$ cat config.mk
export PLATFORM = sky130hd
export DESIGN_NAME = id_ex_skid
export DESIGN_NICKNAME = d
export VERILOG_FILES = /design/src/rtl/id_ex_skid.sv
export SDC_FILE = /design/constraint.sdc
export NUM_CORES = 1
export LEC_CHECK = 0
export CORE_UTILIZATION = 57
export CTS_CLUSTER_SIZE = 8
export DETAILED_ROUTE_END_ITERATION = 7
export DONT_BUFFER_PORTS = 1
export PLACE_DENSITY_LB_ADDON = 0.2
export REMOVE_ABC_BUFFERS = 1
export SLEW_MARGIN = 20
export SYNTH_ARGS = -nofsm -noshare
export SYNTH_HDL_FRONTEND = slang
export SYNTH_SLANG_ARGS = --single-unit
$ cat constraint.sdc
create_clock -name clk -period 1.8 [get_ports clk]
set_input_delay 0.36 -clock clk [delete_from_list [all_inputs] [get_ports clk]]
set_output_delay 0.36 -clock clk [all_outputs]
set_load 0.05 [all_outputs]
$ cat src/rtl/id_ex_skid.sv
// id_ex_skid: decode-to-execute pipeline register with a two-entry skid buffer.
// Registered in_ready and out_*, strict FIFO order, synchronous flush.
//
// Ports:
//   clk, rst_n         rising-edge clock, async active-low reset
//   flush              kill all buffered bundles (sync)
//   in_valid/in_ready  decode-side handshake; in_ready is a flop
//   in_pc,in_a,in_b    PC and ALU operands (XLEN)
//   in_alu_op          ALU opcode (OPW)
//   in_rd,in_reg_we    destination register and write enable
//   out_valid/ready    execute-side handshake
//   out_*              main register M; out_reg_we gated by out_valid
module id_ex_skid #(
  parameter int unsigned XLEN = 32,
  parameter int unsigned OPW  = 4,
  parameter logic [OPW-1:0] ADD_OP = '0
) (
  input  logic            clk,
  input  logic            rst_n,
  input  logic            flush,
  input  logic            in_valid,
  output logic            in_ready,
  input  logic [XLEN-1:0] in_pc,
  input  logic [XLEN-1:0] in_a,
  input  logic [XLEN-1:0] in_b,
  input  logic [OPW-1:0]  in_alu_op,
  input  logic [4:0]      in_rd,
  input  logic            in_reg_we,
  output logic            out_valid,
  input  logic            out_ready,
  output logic [XLEN-1:0] out_pc,
  output logic [XLEN-1:0] out_a,
  output logic [XLEN-1:0] out_b,
  output logic [OPW-1:0]  out_alu_op,
  output logic [4:0]      out_rd,
  output logic            out_reg_we
);

  localparam int unsigned PW = 3*XLEN + OPW + 6;

  localparam logic [PW-1:0] M_RST =
    {{(3*XLEN){1'b0}}, ADD_OP, 6'b0};

  typedef enum logic [1:0] {
    EMPTY = 2'd0,
    HALF  = 2'd1,
    FULL  = 2'd2
  } state_t;

  state_t        state_q, state_d;
  logic          in_ready_q, in_ready_d;
  logic          out_valid_q, out_valid_d;
  logic [PW-1:0] m_q, m_d;
  logic [PW-1:0] s_q, s_d;

  logic [PW-1:0] in_bus;
  logic          in_fire;
  logic          out_fire;
  logic          m_we;

  assign in_bus = {in_pc, in_a, in_b,
                   in_alu_op, in_rd, in_reg_we};

  assign in_fire  = in_valid & in_ready_q;
  assign out_fire = out_valid_q & out_ready;

  always_comb begin
    state_d = state_q;
    m_d     = m_q;
    s_d     = s_q;
    unique case (state_q)
      EMPTY: begin
        if (in_fire) begin
          state_d = HALF;
          m_d     = in_bus;
        end
      end
      HALF: begin
        if (in_fire && out_fire) begin
          m_d = in_bus;
        end else if (in_fire) begin
          state_d = FULL;
          s_d     = in_bus;
        end else if (out_fire) begin
          state_d = EMPTY;
        end
      end
      FULL: begin
        if (out_fire) begin
          state_d = HALF;
          m_d     = s_q;
        end
      end
      default: state_d = EMPTY;
    endcase
    // A flush drops everything, including a bundle
    // fired this cycle; payload flops are left alone.
    if (flush) begin
      state_d = EMPTY;
      m_d     = m_q;
      s_d     = s_q;
    end
    in_ready_d  = (state_d != FULL);
    out_valid_d = (state_d != EMPTY);
  end

  always_ff @(posedge clk or negedge rst_n) begin
    if (!rst_n) begin
      state_q     <= EMPTY;
      in_ready_q  <= 1'b1;
      out_valid_q <= 1'b0;
      m_q         <= M_RST;
      s_q         <= '0;
    end else begin
      state_q     <= state_d;
      in_ready_q  <= in_ready_d;
      out_valid_q <= out_valid_d;
      m_q         <= m_d;
      s_q         <= s_d;
    end
  end

  assign {out_pc, out_a, out_b,
          out_alu_op, out_rd, m_we} = m_q;

  assign in_ready   = in_ready_q;
  assign out_valid  = out_valid_q;
  assign out_reg_we = m_we & out_valid_q;

endmodule

## Word level (Yosys, flattened, before mapping)

Index checks and enable logic that the tools add are counted.

| storage, ports and cells | value |
|---|---|
| register bits | 216 |
| bits of input ports | 111 |

| operators by class | value |
|---|---|
| equality and inequality tests | 6 |
| reductions and logical operators | 6 |
| mux-type cells | 11 |
| bitwise logic cells | 5 |

Operators by type and width:

| kind | count |
|---|---|
| 106-bit two-way mux | 3 |
| 106-bit case mux with 3 select lines | 1 |
| 2-bit two-way mux | 6 |
| 2-bit inequality test (second input constant) | 4 |
| 2-bit case mux with 3 select lines | 1 |
| 5-bit AND reduction | 1 |
| 4-bit AND reduction | 1 |
| 1-bit bitwise AND | 3 |
| 3-bit nonzero test | 1 |
| 2-bit by 1-bit == test with 1-bit output (second input constant) | 1 |
| 2-bit == test (second input constant) | 1 |
| 2-bit zero test | 1 |
| 1-bit NOT | 2 |
| 2-bit nonzero test | 1 |
| 1-bit logical AND | 1 |

## Depth between registers and ports, before layout

| logic depth | value |
|---|---|
| depth in word-level cells | 7 |
| gate-level depth with buffers | 6 |
| gate-level depth less buffers | 3 |

## Worst setup path after synthesis

OpenSTA, ideal clock, no wires.

| timing | value |
|---|---|
| kind | reg2reg |
| start point | register out_valid_q (netlist: out_valid) |
| end point | register m_q[59] |
| stages on the path, launching flop included | 6 |
| slack | -0.151 ns |
| arrival time | 1.826 ns |
| library setup time | 0.125 ns |
| path through | dfrtp_1 > a21boi_2 > o32ai_4 > buf_6 > buf_6 > mux2_4 |

| on the way | value |
|---|---|
| longest elaborated chain between the ends | 4 |
| elaborated cells between the ends (all ways) | 5 |
| those cells by class | 2 x eq/ne; 1 x bitwise; 2 x reduce/logical |

RTL lines:

| item | line | text |
|---|---|---|
| start: declaration | 52 | `logic out_valid_q, out_valid_d;` |
| start signal: assignment | 117 | `out_valid_q <= out_valid_d;` |
| 1-bit bitwise AND * | 65 | `assign out_fire = out_valid_q & out_ready;` |
| 1-bit logical AND | 79 | `if (in_fire && out_fire) begin` |
| 2-bit inequality test (no source line) | - |  |
| 5-bit AND reduction (no source line) * | - |  |
| end signal: assignment | 118 | `m_q <= m_d;` |
| end: declaration | 53 | `logic [PW-1:0] m_q, m_d;` |

Mark *: on every way between the ends. The rest lies on a longest branch, timed or not.
A chain may end at the register's enable or synchronous reset.

## Worst setup path after layout

| timing | value |
|---|---|
| start point | register in_ready_q (netlist: in_ready) |
| end point | register m_q[36] |

| on the way | value |
|---|---|
| longest elaborated chain between the ends | 4 |
| elaborated cells between the ends (all ways) | 5 |
| those cells by class | 2 x eq/ne; 1 x bitwise; 2 x reduce/logical |

RTL lines:

| item | line | text |
|---|---|---|
| start: declaration | 51 | `logic in_ready_q, in_ready_d;` |
| start signal: assignment | 116 | `in_ready_q <= in_ready_d;` |
| 1-bit bitwise AND * | 64 | `assign in_fire = in_valid & in_ready_q;` |
| 1-bit logical AND | 79 |  |
| 2-bit inequality test (no source line) | - |  |
| 5-bit AND reduction (no source line) * | - |  |

Marks and branches as above.

==> metrics.txt <==
status finished, violations left; failing checks hold timing; EDFF count, synth 0; P_leak 0.00525 µW; Final Hold Vio Count 216; Clock transition at path regs 0.05 ns; H-Tree Depth 1; Starting Density about three fifths; multiplexer share of the synthesized area roughly 36%; synth warn 0; relative slew slack 60.8%; CORE AREA ~17,000 µm²; CP Buf/Inv Count 2; Overflow after GRT 0; WL per Instance 22.2 µm; Area Overhead vs Synth 19.7%; number of CTS-inserted buffers 30; Data required, critical path between 2 and 2.5 ns; I/O Buffers 0; number of diodes 0; Post-Synth XOR/XNOR Area 0.0864%; Slowest cell on crit path dfstp_2; root buf cell clkbuf_16; skew final 0.00523 ns; Syn Inst Count 690; Cell Area, Placed 9830 µm²; Core Rows 48; list of most frequent post-synthesis cells 307 x mux2_2, 215 x dfrtp_1, 105 x buf_4; CTS tree done; largest net degree at the start of global routing 217; Final setup viols 0; hold crit path type input port to asynchronous set/reset pin; vias in the first global route 6,200; Max FO, Critical Path 7; f_max 558 MHz; layout filler cell count 1,172; worst hold margin -0.464 ns; ratio of cells with drive above 1 in the final layout 53.2%; Final Max Slew Viols 0; Compound-Gate Fraction of Synth Area less than 1%; simple-gate share of the synthesized area 0.568%; critical path, cell by cell nand2_4, o32ai_4, buf_6, clkbuf_16, mux2_2; Final Net Count 841; critical path class register to register; max_cap viols 0; share of synthesized registers carrying an async set or reset 100%; antenna violations before repair 0; CTS max path bufs 3; total vias in the final route 5,373; Layout Utilization between 60% and 70%; RSZ-0062 raised after global routing true; Overall Global Routing Usage 22.5%; peak supply drop 1.06 mV; Post-DRT Antenna Nets 0; CP top delay family flip-flops; most frequent cell after synthesis mux2_2; WL final 21.5 mm; synthesized area per cell 14.7 µm²; Netlist Area Pre-Place 10,100 µm²; # DRC 0; post-synthesis cell type count 25; Die Span X 135 µm; area leader, netlist dfrtp_1; CP peak stage delay 0.55 ns; clk_lat worst skew between 0.5 and 0.6 ns; Die Height 135 µm; Worst EP arrival 2.19 ns; pwr dens 1610 nW/µm²; Tot Pwr just under 20,000 µW; Via density between 5 and 6; Pre-Repair DR Iteration Count 4; adder-cell area share of the yosys netlist 0%; first-pass GRT wire length 32.3 mm; GP Congestion 0.696; most used flip-flop cell after synthesis dfrtp_1; HPWL Detailed around 12 mm; Seq. cell area approximately 5400 µm²; CTS sink count 216; Least-Margin Pin Slew 0.588 ns; boundary pin count 219; main area contributors after synthesis dfrtp_1 53%, mux2_2 34%, buf_4 7.8%; Final Cell Area 12,100 µm²; period utilization 99.5%; DIE AREA 18,300 µm²; largest family of logic cells by synthesized area multiplexers; minimum clock period between 1.5 and 2 ns; crit end category register; Initial DRC Count 182; area share of the largest cell type after synthesis 53.1%; cts hold-fix bufs 107; crit path launch type register; multi-input combinational cell area just under 4000 µm²; sequential fraction of the synthesis area 53.3%; #FFs+latches synth 216
==> final cells by class <==
class                      count  share of cell area [%]
inverter                       1                  0.0309
sequential                   216                    44.6
tap                          225                    2.32
multi-input combinational    334                    32.5
timing repair buffer         147                    13.8
clock buffer                  44                    6.80
==> cells in the final DEF (no fill, tap or decap), types with 2 or more instances in the layout <==
master | Yosys | final
dfrtp_1 | 215 | 215
buf_6 | 5 | 8
dlygate4sd3_1 | 0 | 107
buf_4 | 105 | 12
clkbuf_1 | 6 | 13
mux2_2 | 307 | 260
nand2_4 | 0 | 2
buf_8 | 0 | 2
clkbuf_16 | 0 | 35
mux2_4 | 10 | 57
buf_12 | 0 | 13
==> worst reg2reg max path, cell delays in order (launching register included) <==
cell and delay, ns:
dfstp_2 0.55, nand2_4 0.06, o32ai_4 0.32, buf_6 0.23, clkbuf_16 0.19, mux2_2 0.33
==> per-stage QoR <==
stage,instances,worst slack [ns],TNS [ns]
after global placement,804,-0.0286,-1.05
after floorplan,551,-4.19,-645.42
after CTS,960,-0.0133,-0.0133
after global routing,967,-0.0572,-2.85
after detailed placement,804,-0.0339,-0.722
final,967,0.00883,0
==> flip-flops by register name (all words and copies together) (netlist names) <==
signal,cells
m_q,106
s_q,106
state_q,2
in_ready,1
out_valid,1
==> kinds of logic after synthesis <==
family          after synthesis
flops                       216
buf+inv                     140
mux                         318
simple gates                  9
xor+xnor                      1
compound gates                6
==> report_power, final <==
| part | internal [µW] | switching [µW] |
|---|---|---|
| clock | 3090 | 1890 |
| combinational | 2410 | 1010 |
| sequential | 6840 | 4300 |
| total | 12300 | 7200 |
==> per-layer routing <==
| metal | up-vias | share of wire (%) | global-route usage, % |
|---|---|---|---|
| li1 | 2381 | - | - |
| met4 | 0 | 1.6 | 6.12 |
| met3 | 30 | 7.0 | 6.17 |
| met2 | 155 | 51 | 39.7 |
| met1 | 2807 | 40 | 26.9 |
| met5 | - | 0 | 0 |
==> final timing paths <==
| kind | from | end | slack, ns | cells after the start |
|---|---|---|---|---|
| setup / recovery | in_ready | m_q[36] | 0.009 | 5 |
| hold / removal | rst_n | s_q[36] | -0.46 | 0 |
| setup reg to reg | in_ready | m_q[36] | 0.009 | 5 |
| hold reg to reg | s_q[12] | s_q[12] | 0.50 | 1 |
| max in group asynchronous | rst_n | m_q[89] | 1.75 | 0 |
| min in group clk | flush | in_ready | 0.05 | 2 |
==> repair_timing <==
item | 4_1_cts | 5_1_grt
resized for setup | 11 | 51
endpoints found under the hold margin | 323 | 216
setup endpoints to repair | 62 | 100
pin swaps | 1 | 0
buffers inserted | 4 | 3
cloned | 1 | 5
(Power assumes the default switching activity.)
